--- src/rtl/riscv_alu_pkg.sv ---
// Shared types for the ALU issue path: ALU control codes, the RISC-V
// opcodes the issue stage understands, and the issue entry that travels
// from decode through the skid buffer to the EX stage.
package riscv_alu_pkg;

   // Width of the operand fields carried in an issue entry.
   localparam int ENTRY_XLEN = 64;

   typedef enum logic [3:0] {
      AND = 4'b0000,
      OR  = 4'b0001,
      ADD = 4'b0010,
      SUB = 4'b0110
   } alu_ctrl_e;

   localparam logic [6:0] OP_R      = 7'b0110011;
   localparam logic [6:0] OP_I      = 7'b0010011;
   localparam logic [6:0] OP_LOAD   = 7'b0000011;
   localparam logic [6:0] OP_STORE  = 7'b0100011;
   localparam logic [6:0] OP_BRANCH = 7'b1100011;

   // ctrl is a plain 4-bit field so it can also hold the illegal code.
   typedef struct packed {
      logic [ENTRY_XLEN-1:0] x;
      logic [ENTRY_XLEN-1:0] y;
      logic [3:0]            ctrl;
      logic                  illegal;
   } issue_entry_t;

endpackage

--- src/rtl/alu_ctrl_decode.sv ---
// Combinational decode of a RISC-V instruction into an ALU issue entry:
// picks the ALU control code and selects operand y as rs2 or a
// sign-extended immediate. Undecodable instructions produce the illegal
// control code with y forced to zero; they are flagged, not dropped.
module alu_ctrl_decode
   import riscv_alu_pkg::*;
#(
   parameter logic [3:0] ILLEGAL_CTRL = 4'b1111
) (
   input  logic [31:0]           instr,
   input  logic [ENTRY_XLEN-1:0] rs1,
   input  logic [ENTRY_XLEN-1:0] rs2,
   output issue_entry_t          entry
);

   logic [6:0]                   opcode;
   logic [2:0]                   funct3;
   logic [6:0]                   funct7;
   logic signed [11:0]           imm_i;
   logic signed [11:0]           imm_s;
   logic signed [ENTRY_XLEN-1:0] imm_i_sx;
   logic signed [ENTRY_XLEN-1:0] imm_s_sx;

   assign opcode   = instr[6:0];
   assign funct3   = instr[14:12];
   assign funct7   = instr[31:25];
   assign imm_i    = instr[31:20];
   assign imm_s    = {instr[31:25], instr[11:7]};
   assign imm_i_sx = {{(ENTRY_XLEN-12){imm_i[11]}}, imm_i};
   assign imm_s_sx = {{(ENTRY_XLEN-12){imm_s[11]}}, imm_s};

   logic                  legal;
   logic [3:0]            ctrl;
   logic [ENTRY_XLEN-1:0] y_sel;

   // Opcode/funct decode; anything not explicitly matched stays illegal.
   always_comb begin
      legal = 1'b0;
      ctrl  = ADD;
      y_sel = '0;
      case (opcode)
         OP_R: begin
            if (funct7 == 7'b0000000 || funct7 == 7'b0100000) begin
               y_sel = rs2;
               case (funct3)
                  3'b000: begin
                     legal = 1'b1;
                     ctrl  = funct7[5] ? SUB : ADD;
                  end
                  3'b111: begin
                     legal = 1'b1;
                     ctrl  = AND;
                  end
                  3'b110: begin
                     legal = 1'b1;
                     ctrl  = OR;
                  end
                  default: legal = 1'b0;
               endcase
            end
         end
         OP_I: begin
            y_sel = imm_i_sx;
            case (funct3)
               3'b000: begin
                  legal = 1'b1;
                  ctrl  = ADD;
               end
               3'b111: begin
                  legal = 1'b1;
                  ctrl  = AND;
               end
               3'b110: begin
                  legal = 1'b1;
                  ctrl  = OR;
               end
               default: legal = 1'b0;
            endcase
         end
         OP_LOAD: begin
            legal = 1'b1;
            ctrl  = ADD;
            y_sel = imm_i_sx;
         end
         OP_STORE: begin
            legal = 1'b1;
            ctrl  = ADD;
            y_sel = imm_s_sx;
         end
         OP_BRANCH: begin
            // EX compares via the zero flag of rs1 - rs2.
            legal = 1'b1;
            ctrl  = SUB;
            y_sel = rs2;
         end
         default: legal = 1'b0;
      endcase
   end

   // Assemble the entry; illegal instructions still carry rs1 in x.
   always_comb begin
      entry.x       = rs1;
      entry.y       = legal ? y_sel : '0;
      entry.ctrl    = legal ? ctrl : ILLEGAL_CTRL;
      entry.illegal = ~legal;
   end

endmodule

--- src/rtl/alu_issue_stage.sv ---
// ALU issue stage: decodes incoming instructions and queues the resulting
// {x, y, ctrl, illegal} entries in a 2-entry skid buffer toward EX.
// in_ready is registered from occupancy only, so there is no combinational
// path from out_ready back to in_ready. Buffer payload is not reset; the
// outputs are forced to zero whenever the buffer is empty, which also
// hides stale payload during and after reset or flush.
// Optional: define ALU_ISSUE_PERF_EN to add the perf_issued/perf_stall
// saturating counters.
module alu_issue_stage
   import riscv_alu_pkg::*;
#(
   parameter int         XLEN         = 64,  // must match ENTRY_XLEN
   parameter logic [3:0] ILLEGAL_CTRL = 4'b1111
) (
   input  logic            clk,
   input  logic            rst_n,
   input  logic            flush,
   input  logic            in_valid,
   output logic            in_ready,
   input  logic [31:0]     in_instr,
   input  logic [XLEN-1:0] in_rs1,
   input  logic [XLEN-1:0] in_rs2,
   output logic            out_valid,
   input  logic            out_ready,
   output logic [XLEN-1:0] alu_x,
   output logic [XLEN-1:0] alu_y,
   output logic [3:0]      alu_ctrl,
   output logic            out_illegal
`ifdef ALU_ISSUE_PERF_EN
   ,
   output logic [31:0]     perf_issued,
   output logic [31:0]     perf_stall
`endif
);

   issue_entry_t dec_entry;

   alu_ctrl_decode #(
      .ILLEGAL_CTRL (ILLEGAL_CTRL)
   ) u_decode (
      .instr (in_instr),
      .rs1   (in_rs1),
      .rs2   (in_rs2),
      .entry (dec_entry)
   );

   issue_entry_t buf_p0 [2];
   logic [1:0]   cnt;
   logic [1:0]   cnt_nxt;
   logic         wr_ptr;
   logic         rd_ptr;
   logic         in_ready_q;
   logic         push;
   logic         pop;

   assign in_ready  = in_ready_q;
   assign out_valid = (cnt != 2'd0);
   assign push      = in_valid & in_ready_q;
   assign pop       = out_valid & out_ready;

   // Occupancy after this edge, ignoring flush (handled in the register).
   always_comb begin
      cnt_nxt = cnt;
      case ({push, pop})
         2'b10:   cnt_nxt = cnt + 2'd1;
         2'b01:   cnt_nxt = cnt - 2'd1;
         default: cnt_nxt = cnt;
      endcase
   end

   // Control state: occupancy, pointers and the registered in_ready.
   always_ff @(posedge clk or negedge rst_n) begin
      if (!rst_n) begin
         cnt        <= 2'd0;
         wr_ptr     <= 1'b0;
         rd_ptr     <= 1'b0;
         in_ready_q <= 1'b0;
      end else if (flush) begin
         cnt        <= 2'd0;
         wr_ptr     <= 1'b0;
         rd_ptr     <= 1'b0;
         in_ready_q <= 1'b1;
      end else begin
         cnt        <= cnt_nxt;
         in_ready_q <= (cnt_nxt < 2'd2);
         if (push) wr_ptr <= ~wr_ptr;
         if (pop)  rd_ptr <= ~rd_ptr;
      end
   end

   // Payload storage; a flushed cycle never writes.
   always_ff @(posedge clk) begin
      if (push && !flush) buf_p0[wr_ptr] <= dec_entry;
   end

   issue_entry_t head;
   assign head = buf_p0[rd_ptr];

   // Present the head entry, or zeros while the buffer is empty.
   always_comb begin
      alu_x       = '0;
      alu_y       = '0;
      alu_ctrl    = 4'b0000;
      out_illegal = 1'b0;
      if (out_valid) begin
         alu_x       = head.x;
         alu_y       = head.y;
         alu_ctrl    = head.ctrl;
         out_illegal = head.illegal;
      end
   end

`ifdef ALU_ISSUE_PERF_EN
   function automatic logic [31:0] sat_inc(input logic [31:0] v);
      return (v == 32'hFFFF_FFFF) ? v : v + 32'd1;
   endfunction

   // Saturating issue and stall counters, cleared by reset and flush.
   always_ff @(posedge clk or negedge rst_n) begin
      if (!rst_n) begin
         perf_issued <= 32'd0;
         perf_stall  <= 32'd0;
      end else if (flush) begin
         perf_issued <= 32'd0;
         perf_stall  <= 32'd0;
      end else begin
         if (pop)                    perf_issued <= sat_inc(perf_issued);
         if (out_valid && !out_ready) perf_stall <= sat_inc(perf_stall);
      end
   end
`endif

endmodule

--- config.mk ---
export PLATFORM = sky130hd
export DESIGN_NAME = alu_issue_stage
export DESIGN_NICKNAME = d
export VERILOG_FILES = /design/src/rtl/riscv_alu_pkg.sv /design/src/rtl/alu_ctrl_decode.sv /design/src/rtl/alu_issue_stage.sv
export SDC_FILE = /design/constraint.sdc
export NUM_CORES = 1
export LEC_CHECK = 0
export ABC_AREA = 1
export BUFFER_PORTS_ARGS = -buffer_cell sky130_fd_sc_hd__buf_2
export CAP_MARGIN = 20
export CELL_PAD_IN_SITES_DETAIL_PLACEMENT = 1
export CELL_PAD_IN_SITES_GLOBAL_PLACEMENT = 2
export CORE_UTILIZATION = 35
export DETAILED_ROUTE_END_ITERATION = 6
export GPL_ROUTABILITY_DRIVEN = 1
export PLACE_DENSITY = 0.95
export RECOVER_POWER = 50
export SYNTH_ARGS = -nofsm -noshare
export SYNTH_HDL_FRONTEND = slang
export SYNTH_SLANG_ARGS = --single-unit
export TNS_END_PERCENT = 1
--- constraint.sdc ---
create_clock -name clk -period 19.9 [get_ports clk]
set_clock_uncertainty 0.05 [all_clocks]
set_input_delay 5.97 -clock clk [delete_from_list [all_inputs] [get_ports clk]]
set_output_delay 5.97 -clock clk [all_outputs]
set_load 0.05 [all_outputs]
==> PnR_summary.wiki, run 1 <==
{| class="wikitable"
! Metric !! Value
|-
| Max Clk Rate || 91.82 MHz
|-
| Final-layout fill cell count || 4170
|-
| Count of vias placed by the detailed router || 10500
|-
| Share of the core filled with cells in the final layout || 0.4374
|-
| Die Area || 36790 um^2
|-
| Number of slew-limit violations in the final report || 282
|-
| CTS max path bufs || 3
|-
| Syn nets || 1541
|-
| Count leader, synth || nand2_1
|-
| IR drop worst, VDD || 0.1023 mV
|-
| Drt wl/cell || 18.81 um
|-
| Routed vias/inst || 4.958
|-
| Endpoints failing setup || 0
|-
| Pin count of the biggest net entering global routing || 88
|-
| Half-perimeter wire length after detailed placement || 25.02 mm
|-
| Number of remaining DRC errors || 0
|-
| Cts repair resizes || 0
|-
| Leading register cell type out of synthesis || edfxtp_1
|-
| Leading cell types by total area after synthesis || edfxtp_1 (63%), nand2_1 (14%), nor2_1 (6.3%)
|-
| CTS root buffer || clkbuf_16
|-
| Final period utilization || 0.5473
|-
| Final critical-path required period || 10.89 ns
|-
| Number of placed instances, taps included || 2055
|-
| Die height || 191.8 um
|-
| Startpoint Class || input pin
|-
| Port bufs || 294
|-
| Source of the worst register-to-register timing path || wr_ptr$_DFFE_PN0P_
|-
| Combined flip-flop and latch cell area || 8056 um^2
|-
| Post-placement setup slack || 10.97 ns
|-
| Crit Path Class || input pin to flip-flop
|-
| Part of the total power dissipated in sequential elements || 0.319
|-
| Async set or reset register ratio after synthesis || 0.01859
|-
| Final antenna-violating net count || 0
|-
| EDFF count, synth || 264
|-
| Most numerous cell types in the synthesized netlist || nand2_1 (474), edfxtp_1 (264), nor2_1 (212)
|-
| First-pass GRT wire length || 60.42 mm
|-
| Setup TNS || 0 ns
|-
| PwrDens || 140.6 nW/um^2
|-
| Violated checks || capacitance limit, slew limit
|-
| Max Cap Viol || 5
|-
| I/O Pins || 300
|-
| Worst Path Required || 19.92 ns
|-
| Share of power burned in the clock network || 0.292
|-
| Clock sink count || 269
|-
| Crit-path max FO || 56
|-
| Final wirelength || 39.82 mm
|-
| Hold Slack || 0.5155 ns
|-
| Number of rows in the core area || 69
|-
| Worst slew slack as a fraction of its limit || -1.449
|-
| Static leakage power || 6.878 nW
|-
| Total GRT Usage || 0.2135
|-
| Run status || complete, but fails checks
|-
| Synthesis-to-layout area growth || 23.06%
|-
| Flops & latches, synth || 269
|-
| Yosys cell types || 23
|-
| Gate count after technology mapping || 1374
|-
| Cell taking the most area after synthesis || edfxtp_1
|-
| Hold Crit Class || flip-flop to flip-flop
|-
| Via count of the first global-routing pass || 11050
|-
| Power Internal || 1.225 mW
|-
| Switching share of power || 0.4384
|-
| Global placement routability congestion || 0.7594
|-
| Number of iterations in the first detailed-routing pass || 7
|-
| TritonCTS clock tree || done
|-
| Horizontal die dimension || 191.8 um
|-
| Final Hold Violating Endpoints || 0
|-
| Top cell type's share of synthesized area || 0.6286
|-
| Insertion delay of the later-clocked pin in the worst-skew pair || 0.56 ns
|-
| Fin nets || 1795
|-
| Core Region || 35480 um^2
|-
| Mapped Area || 12610 um^2
|-
| Tightest Pin Transition || 3.674 ns
|-
| Synthesized area divided by synthesized cell count || 9.178 um^2
|-
| Starting Density || 0.3554
|-
| Post-CTS clock slew at the launch and capture registers of the worst setup and hold paths || 0.06 ns
|-
| Final WS setup || 9.009 ns
|-
| CP Data Arrival Time || 10.91 ns
|-
| Initial drt markers || 397
|-
| Net switching power of the design || 956.6 uW
|-
| Sequential fraction of the synthesis area || 0.6386
|-
| Worst Hold Launch || wr_ptr$_DFFE_PN0P_
|-
| Post-CTS setup-driven buffer insertion count || 0
|-
| Endpoint type of the worst setup path || flip-flop
|-
| Share of final-layout standard cells stronger than drive strength 1 || 0.2011
|-
| Number of buffers added by the clock tree synthesis step || 31
|-
| Number of antenna violations at the first check in global routing || 13
|-
| Non-filler cells in the finished layout || 2117
|-
| Crit path launch || flush
|-
| Area of combinational cells with multiple inputs || 3869 um^2
|-
| Unrepaired setup endpoints after global routing || false
|-
| Number of H-tree branching levels || 1
|-
| Yosys warning count || 0
|-
| Global-route congestion overflow total || 0
|-
| Quantity of hold-fixing buffers added after cts || 0
|-
| Share of power burned in combinational logic || 0.389
|}
layout make-up:
type                       instances  share of cell area
inverter                          82             0.02000
timing repair buffer             314             0.09982
antenna                            5           0.0008063
sequential                       269              0.5191
multi-input combinational        930              0.2493
clock inverter                    21             0.02282
tap                              461             0.03717
clock buffer                      35             0.05096
worst max-delay path, stage by stage:
cell	delay, ns
clkbuf_1	0.11
inv_1	0.13
nand2_1	0.09
nor2_1	1.01
clkbuf_1	0.90
clkbuf_1	2.65
layer usage:
| layer | track usage | up-vias | share of wire |
|---|---|---|---|
| li1 | - | 5023 | - |
| met1 | 0.2441 | 5123 | 0.39 |
| met2 | 0.3802 | 278 | 0.50 |
| met3 | 0.07071 | 56 | 0.090 |
| met4 | 0.05403 | 16 | 0.016 |
| met5 | 0 | - | 0.0026 |
layout by cell type (no fill, tap or decap), types with 2 or more instances in the layout:
cell type and instances:
a21oi_1 135, buf_2 254, buf_4 14, bufinv_16 9
clkbuf_1 50, clkbuf_16 31, clkinv_1 3, clkinv_2 4
clkinv_4 2, clkinvlp_4 3, dfrtp_1 4, diode_2 5
edfxtp_1 264, ha_1 2, inv_1 76, inv_2 4
nand2_1 474, nand3_1 93, nand3_2 3, nor2_1 209
nor2_4 4, nor3_1 3, o21ai_0 2
flip-flops by register name, indices dropped and copies added (netlist names):
name	flops
buf_p0	264
cnt	2
in_ready	1
rd_ptr	1
wr_ptr	1
worst paths after layout:
check                      slack, ns  depth (start not counted)                 endpoint
min in group asynchronous       5.21                          1       rd_ptr$_DFFE_PN0P_
max in group asynchronous      14.35                          1       rd_ptr$_DFFE_PN0P_
hold / removal                  0.52                          1       wr_ptr$_DFFE_PN0P_
hold reg to reg                 0.52                          1       wr_ptr$_DFFE_PN0P_
setup / recovery                9.01                          6  buf_p0[1][42]$_DFFE_PP_
setup reg to reg               14.24                          4  buf_p0[1][42]$_DFFE_PP_
kinds of logic after synthesis:
group,count (synthesis),synth area share
AND/OR/NAND/NOR,787,0.2445
flip-flops,269,0.6386
buffers and inverters,175,0.05804
AO/OA/AOI/OAI,140,0.05606
adder cells (fa/ha/maj),2,0.001984
multiplexers,1,0.0008929
power groups by stage:
| stage | clock network [mW] | registers [mW] | logic [mW] |
|---|---|---|---|
| after global routing | 0.670 | 0.701 | 0.901 |
| after global placement | 0 | 0.703 | 0.846 |
| after floorplan | 0 | 0.705 | 0.625 |
| after CTS | 0.652 | 0.695 | 0.862 |
| final | 0.637 | 0.696 | 0.848 |
| after detailed placement | 0 | 0.706 | 0.857 |
per-stage QoR:
| step | power (mW) | area [um^2] |
|---|---|---|
| after floorplan | 1.330 | 12610 |
| after global placement | 1.549 | 14440 |
| after detailed placement | 1.563 | 14440 |
| after CTS | 2.208 | 15590 |
| after global routing | 2.272 | 15510 |
| final | 2.182 | 15520 |
No activity file was read; power rests on OpenSTA's default activity.
==> run 2, diff against run 1 <==
--- a/config.mk
+++ b/config.mk
@@ -10,10 +10,10 @@
 export CAP_MARGIN = 20
 export CELL_PAD_IN_SITES_DETAIL_PLACEMENT = 1
 export CELL_PAD_IN_SITES_GLOBAL_PLACEMENT = 2
-export CORE_UTILIZATION = 35
+export CORE_UTILIZATION = 32
 export DETAILED_ROUTE_END_ITERATION = 6
 export GPL_ROUTABILITY_DRIVEN = 1
-export PLACE_DENSITY = 0.95
+export PLACE_DENSITY = 0.91
 export RECOVER_POWER = 50
 export SYNTH_ARGS = -nofsm -noshare
 export SYNTH_HDL_FRONTEND = slang
==> constraint.sdc (replaced) <==
create_clock -name clk -period 10.4 [get_ports clk]
set_clock_uncertainty 0.05 [all_clocks]
set_input_delay 3.12 -clock clk [delete_from_list [all_inputs] [get_ports clk]]
set_output_delay 3.12 -clock clk [all_outputs]
set_load 0.05 [all_outputs]
==> run 2 against run 1 <==
  * Die area is 9.3% higher
  * Global-route usage is 1.5 points lower
  * Critical path type unchanged
  * Final cell count is 2.5% higher
  * Setup slack worse by 6.1 ns
  * The flow still finishes with violations (capacitance limit, slew limit)
==> PnR_summary.wiki, run 2 (synthesized netlist as in run 1, its figures left out) <==
{| class="wikitable"
! Metric !! Value
|-
| First-pass GRT wire length || 62.49 mm
|-
| Post-route cell area || 15410 um^2
|-
| Number of slew-limit violations in the final report || 349
|-
| Fin nets || 1792
|-
| Endpoints failing setup || 0
|-
| Worst Path Required || 10.73 ns
|-
| Number of rows in the core area || 72
|-
| Crit Path Class || input pin to flip-flop
|-
| Switching share of power || 0.4539
|-
| Critical path's most frequent cell || nor2_1
|-
| Final wirelength || 40.16 mm
|-
| CTS max path bufs || 3
|-
| Number of iterations in the first detailed-routing pass || 4
|-
| CP Data Arrival Time || 7.78 ns
|-
| I/O Pins || 300
|-
| Flip-flop count of the largest register, all copies and words added || 264
|-
| Drt wl/cell || 18.51 um
|-
| Insertion delay of the later-clocked pin in the worst-skew pair || 0.56 ns
|-
| Synthesis-to-layout area growth || 22.16%
|-
| Initial drt markers || 522
|-
| Power Internal || 2.193 mW
|-
| Share of power burned in the clock network || 0.264
|-
| Final-layout fill cell count || 4599
|-
| Net switching power of the design || 1.823 mW
|-
| Critical path, cell by cell || buf_2 -> nor2_1 -> nand2_1 -> nor2_4 -> clkbuf_1 -> clkinv_1 -> nor2_1 -> nor2_1 -> buf_4 -> nor2_1
|-
| Count of vias placed by the detailed router || 10570
|-
| Routed vias/inst || 4.873
|-
| Largest stage delay, worst path || 2.54 ns
|-
| PwrDens || 260.7 nW/um^2
|-
| Worst slew slack as a fraction of its limit || -1.421
|-
| Final Hold Violating Endpoints || 0
|-
| Biggest register || buf_p0
|-
| Share of power burned in combinational logic || 0.404
|-
| Tightest Pin Transition || 3.631 ns
|-
| Hold Crit Class || flip-flop to flip-flop
|-
| IR drop worst, VDD || 0.1413 mV
|-
| Violated checks || capacitance limit, slew limit
|-
| Setup TNS || 0 ns
|-
| Run status || complete, but fails checks
|-
| Number of remaining DRC errors || 0
|-
| Cts repair resizes || 0
|-
| Endpoint type of the worst setup path || flip-flop
|-
| Port bufs || 294
|-
| Via count of the first global-routing pass || 11130
|-
| Die Area || 40210 um^2
|-
| Global placement routability congestion || 0.7822
|-
| Post-CTS setup-driven buffer insertion count || 0
|-
| Total GRT Usage || 0.1981
|-
| Pin count of the biggest net entering global routing || 119
|-
| Starting Density || 0.3255
|-
| Commonest cells after routing, fill and taps aside || nand2_1 (474), edfxtp_1 (264), buf_2 (251)
|-
| Final period utilization || 0.7162
|-
| Die height || 200.5 um
|-
| Global-route congestion overflow total || 0
|-
| Cell area after placement || 14520 um^2
|-
| Most common library cell in the layout ignoring fill and taps || nand2_1
|-
| Slowest-stage cell, CP || clkbuf_1
|-
| Post-CTS clock slew at the launch and capture registers of the worst setup and hold paths || 0.06 ns
|-
| Horizontal die dimension || 200.5 um
|-
| TritonCTS clock tree || done
|-
| Half-perimeter wire length after detailed placement || 25.37 mm
|-
| Part of the total power dissipated in sequential elements || 0.333
|-
| Clock sink count || 269
|-
| Final antenna-violating net count || 0
|-
| Share of final-layout standard cells stronger than drive strength 1 || 0.1977
|-
| Final critical-path required period || 7.448 ns
|-
| Number of antenna violations at the first check in global routing || 11
|-
| Quantity of hold-fixing buffers added after cts || 0
|-
| Biggest regs || buf_p0 (264), cnt (2)
|-
| Number of H-tree branching levels || 1
|-
| Crit-path max FO || 69
|-
| Number of buffers added by the clock tree synthesis step || 30
|-
| Unrepaired setup endpoints after global routing || false
|-
| Max Cap Viol || 6
|-
| Max Clk Rate || 134.3 MHz
|-
| Core Region || 38740 um^2
|-
| CTS root buffer || clkbuf_16
|-
| Startpoint Class || input pin
|-
| Static leakage power || 6.792 nW
|}
==> run 2: changes by cell type in the layout (fill, tap and decap cells not counted), sizes merged <==
cell | before | now
clkinv | 10 | 16
diode | 5 | 2
clkbuf | 81 | 80
bufinv | 9 | 3
inv | 81 | 82
clkinvlp | 3 | 4
buf | 268 | 265
==> run 2: layout make-up <==
type,count,area (um^2),area share
sequential,269,8056,0.5229
timing repair buffer,312,1535,0.09965
clock inverter,23,198.9,0.01291
inverter,82,310.3,0.02014
clock buffer,33,783.3,0.05084
antenna,2,5.005,0.0003249
tap,518,648.1,0.04207
multi-input combinational,930,3869,0.2511
==> run 2: metal layers <==
layer / GRT usage / wire length (um) / up-vias
met1: 0.2394 / 16660 / 5204
met5: 0 / 76 / -
li1: - / - / 5004
met2: 0.3543 / 19990 / 303
met4: 0.03980 / 548 / 12
met3: 0.05097 / 2873 / 47
==> run 2: final timing paths <==
check                              startpoint                 endpoint  slack (ns)  cells after the start
max                               in_instr[3]  buf_p0[1][34]$_DFFE_PP_        2.95                     10
min                        wr_ptr$_DFFE_PN0P_       wr_ptr$_DFFE_PN0P_        0.46                      1
max reg2reg                in_ready$_DFF_PN0_  buf_p0[0][51]$_DFFE_PP_        5.57                      5
min reg2reg                wr_ptr$_DFFE_PN0P_       wr_ptr$_DFFE_PN0P_        0.46                      1
max in group asynchronous               rst_n       rd_ptr$_DFFE_PN0P_        7.65                      1
min in group asynchronous               rst_n       rd_ptr$_DFFE_PN0P_        2.37                      1
==> run 2: power by group through the flow <==
stage               logic (mW)  registers, mW  clock network (mW)
floorplan                 1.20           1.35                   0
detailed placement        1.65           1.35                   0
global route              1.72           1.35                1.13
CTS                       1.65           1.33                1.09
global placement          1.63           1.34                   0
finish                    1.62           1.34                1.06
==> run 2: critical path, delay by kind of cell <==
| kind | cells | cell delay (ns) |
|---|---|---|
| buffers and inverters | 4 | 3.40 |
| and+or+nand+nor | 6 | 1.21 |
==> run 2: stage by stage <==
stage                     total power, mW  instances  hold slack [ns]  setup slack [ns]  utilization
after global placement              2.974       2111           0.4796             4.264       0.3748
after floorplan                     2.544       1374           0.4080            0.8503            -
final                               4.016       2169           0.4629             2.952       0.3977
after detailed placement            2.997       2111           0.5104             4.216       0.3748
after CTS                           4.074       2167           0.5227             3.599       0.4001
after global routing                4.194       2169           0.4938             2.418       0.3977
==> run 3, diff against run 2 <==
--- a/config.mk
+++ b/config.mk
@@ -10,10 +10,10 @@
 export CAP_MARGIN = 20
 export CELL_PAD_IN_SITES_DETAIL_PLACEMENT = 1
 export CELL_PAD_IN_SITES_GLOBAL_PLACEMENT = 2
-export CORE_UTILIZATION = 32
+export CORE_UTILIZATION = 29
 export DETAILED_ROUTE_END_ITERATION = 6
 export GPL_ROUTABILITY_DRIVEN = 1
-export PLACE_DENSITY = 0.91
+export PLACE_DENSITY = 0.88
 export RECOVER_POWER = 50
 export SYNTH_ARGS = -nofsm -noshare
 export SYNTH_HDL_FRONTEND = slang
==> constraint.sdc (replaced) <==
create_clock -name clk -period 6.1 [get_ports clk]
set_clock_uncertainty 0.05 [all_clocks]
set_input_delay 1.83 -clock clk [delete_from_list [all_inputs] [get_ports clk]]
set_output_delay 1.83 -clock clk [all_outputs]
set_load 0.05 [all_outputs]
==> run 3 against run 2 <==
  * The flow still finishes with violations (capacitance limit, slew limit)
  * Largest power group unchanged
  * Global-route usage is 2.1 points lower
  * Highest routed layer unchanged
  * Power is 74% higher
  * Critical endpoint is now alu_x[39]
  * Clock power is 84% higher
  * Die area is 10% higher
==> PnR_summary.wiki, run 3 (synthesized netlist as in run 1, its figures left out) <==
{| class="wikitable"
! Metric !! Value
|-
| Run status || complete, but fails checks
|-
| Violated checks || capacitance limit, slew limit
|-
| Routed vias/inst || 4.702
|-
| Crit path launch || rd_ptr$_DFFE_PN0P_
|-
| Area of combinational cells with multiple inputs || 3869 um^2
|-
| CP Data Arrival Time || 3.14 ns
|-
| Number of rows in the core area || 76
|-
| Share of final-layout standard cells stronger than drive strength 1 || 0.2036
|-
| Part of the total power dissipated in sequential elements || 0.326
|-
| Number of antenna violations at the first check in global routing || 14
|-
| Number of H-tree branching levels || 1
|-
| Quantity of hold-fixing buffers added after cts || 0
|-
| Endpoints failing setup || 0
|-
| Hold Crit Class || flip-flop to flip-flop
|-
| Port bufs || 294
|-
| Max Cap Viol || 4
|-
| Core Region || 42980 um^2
|-
| Number of cells on the critical path || 5
|-
| Final Power || 6.999 mW
|-
| Source of the worst register-to-register timing path || wr_ptr$_DFFE_PN0P_
|-
| IR drop worst, VDD || 0.3319 mV
|-
| Final critical-path required period || 5.022 ns
|-
| CTS root buffer || clkbuf_16
|-
| Crit-path max FO || 63
|-
| Endpoint type of the worst setup path || output port
|-
| End point of the critical path || alu_x[39]
|-
| End of the worst register-to-register path || buf_p0[1][80]$_DFFE_PP_
|-
| I/O Pins || 300
|-
| Via count of the first global-routing pass || 11130
|-
| PwrDens || 447.5 nW/um^2
|-
| Post-route cell area || 15640 um^2
|-
| Worst Path Required || 4.22 ns
|-
| Biggest register || buf_p0
|-
| Insertion delay of the later-clocked pin in the worst-skew pair || 0.58 ns
|-
| Final Hold Violating Endpoints || 0
|-
| Combined flip-flop and latch cell area || 8056 um^2
|-
| Final wirelength || 39.62 mm
|-
| Category of cells accounting for the largest share of critical-path delay || buffers and inverters
|-
| Power Internal || 3.881 mW
|-
| Crit Path Class || flip-flop to output port
|-
| Die height || 210.5 um
|-
| Drt wl/cell || 17.64 um
|-
| Worst slew slack as a fraction of its limit || -1.278
|-
| Largest stage delay, worst path || 0.74 ns
|-
| Critical path, cell by cell || inv_4 -> buf_4 -> nand2_1 -> a21oi_1 -> buf_2
|-
| Final-layout fill cell count || 5128
|-
| Non-filler cells in the finished layout || 2246
|-
| Global placement routability congestion || 0.7509
|-
| Flip-flop count of the largest register, all copies and words added || 264
|-
| Share of the core filled with cells in the final layout || 0.3639
|-
| Half-perimeter wire length after detailed placement || 25.23 mm
|-
| Final period utilization || 0.8233
|-
| Slowest-stage cell, CP || dfrtp_4
|-
| TritonCTS clock tree || done
|-
| Startpoint Class || flip-flop
|-
| Max Clk Rate || 199.1 MHz
|-
| Switching share of power || 0.4455
|-
| Number of slew-limit violations in the final report || 207
|-
| Tightest Pin Transition || 3.417 ns
|-
| Post-CTS setup-driven buffer insertion count || 0
|-
| Number of placed instances, taps included || 2182
|-
| Starting Density || 0.2934
|-
| Global-route congestion overflow total || 0
|-
| Total GRT Usage || 0.1771
|-
| Number of remaining DRC errors || 0
|-
| Final antenna-violating net count || 0
|-
| Commonest cells after routing, fill and taps aside || nand2_1 (474), edfxtp_1 (264), buf_2 (255)
|-
| Most common library cell in the layout ignoring fill and taps || nand2_1
|-
| Number of buffers added by the clock tree synthesis step || 31
|-
| Biggest regs || buf_p0 (264), cnt (2)
|-
| Pin count of the biggest net entering global routing || 123
|-
| Share of power burned in the clock network || 0.278
|-
| First-pass GRT wire length || 61.56 mm
|-
| Cts repair resizes || 0
|-
| Static leakage power || 6.868 nW
|-
| Count of buffering cells on the critical path with inverters included || 3
|-
| Net switching power of the design || 3.118 mW
|-
| Minimum setup slack among reg-to-reg paths || 2.39 ns
|-
| Unrepaired setup endpoints after global routing || false
|-
| Share of power burned in combinational logic || 0.396
|-
| Clock sink count || 269
|-
| Initial drt markers || 511
|-
| Post-CTS clock slew at the launch and capture registers of the worst setup and hold paths || 0.06 ns
|-
| CTS max path bufs || 3
|-
| Number of iterations in the first detailed-routing pass || 5
|-
| Horizontal die dimension || 210.5 um
|-
| Die Area || 44320 um^2
|-
| Number of cells on the worst reg-to-reg path || 3
|-
| Synthesis-to-layout area growth || 24.02%
|-
| Fin nets || 1797
|-
| Count of vias placed by the detailed router || 10560
|-
| Cell area after placement || 14640 um^2
|-
| Setup TNS || 0 ns
|}
run 3: changes by cell type in the layout (fill, tap and decap cells not counted), moves of 2 or more:
cell,delta
buf_2,+4
clkinv_2,-3
buf_4,+4
clkinv_4,+2
bufinv_16,+3
diode_2,+4
clkinv_1,-5
run 3: worst register-to-register path, delay by kind of cell (launching register included):
| family | cells | cell delay [ns] |
|---|---|---|
| buf+inv | 1 | 2.43 |
| flops | 1 | 0.41 |
| simple gates | 2 | 0.30 |
run 3: layout make-up:
type	instances	share of cell area
Timing Repair Buffer	316	0.1014
Inverter	82	0.01984
Antenna cell	6	0.0009600
Sequential cell	269	0.5151
Multi-Input combinational cell	930	0.2474
Tap cell	585	0.04680
Clock buffer	38	0.05128
Clock inverter	20	0.01720
run 3: metal layers:
metal	share of wire	vias up	global-route usage
met2	0.48	292	0.3088
li1	-	5028	-
met3	0.088	70	0.06094
met5	0.0033	-	0
met4	0.018	20	0.04123
met1	0.41	5151	0.2082
run 3: metrics by stage:
step | hold WS [ns] | worst slack, ns
2_1_floorplan | 0.4287 | -2.052
3_3_place_gp | 0.4808 | 1.624
3_5_place_dp | 0.5107 | 1.594
4_1_cts | 0.5193 | 0.9739
5_1_grt | 0.5493 | 0.8591
6_report | 0.5198 | 1.078
run 3: power by group through the flow:
stage	clock network, mW	logic, mW	registers, mW
finish	1.95	2.77	2.28
CTS	2.00	2.83	2.28
detailed placement	0	2.82	2.31
global placement	0	2.78	2.30
global route	2.07	2.95	2.30
floorplan	0	2.04	2.29
run 3: how the worst min path moves through the flow:
stage	cells past startpoint	slack, ns	end	startpoint
6_report	3	0.52	cnt[1]$_DFF_PN0_	cnt[1]$_DFF_PN0_
3_3_place_gp	1	0.48	wr_ptr$_DFFE_PN0P_	wr_ptr$_DFFE_PN0P_
3_5_place_dp	1	0.51	wr_ptr$_DFFE_PN0P_	wr_ptr$_DFFE_PN0P_
2_1_floorplan	1	0.43	wr_ptr$_DFFE_PN0P_	wr_ptr$_DFFE_PN0P_
5_1_grt	1	0.55	wr_ptr$_DFFE_PN0P_	wr_ptr$_DFFE_PN0P_
4_1_cts	1	0.52	wr_ptr$_DFFE_PN0P_	wr_ptr$_DFFE_PN0P_
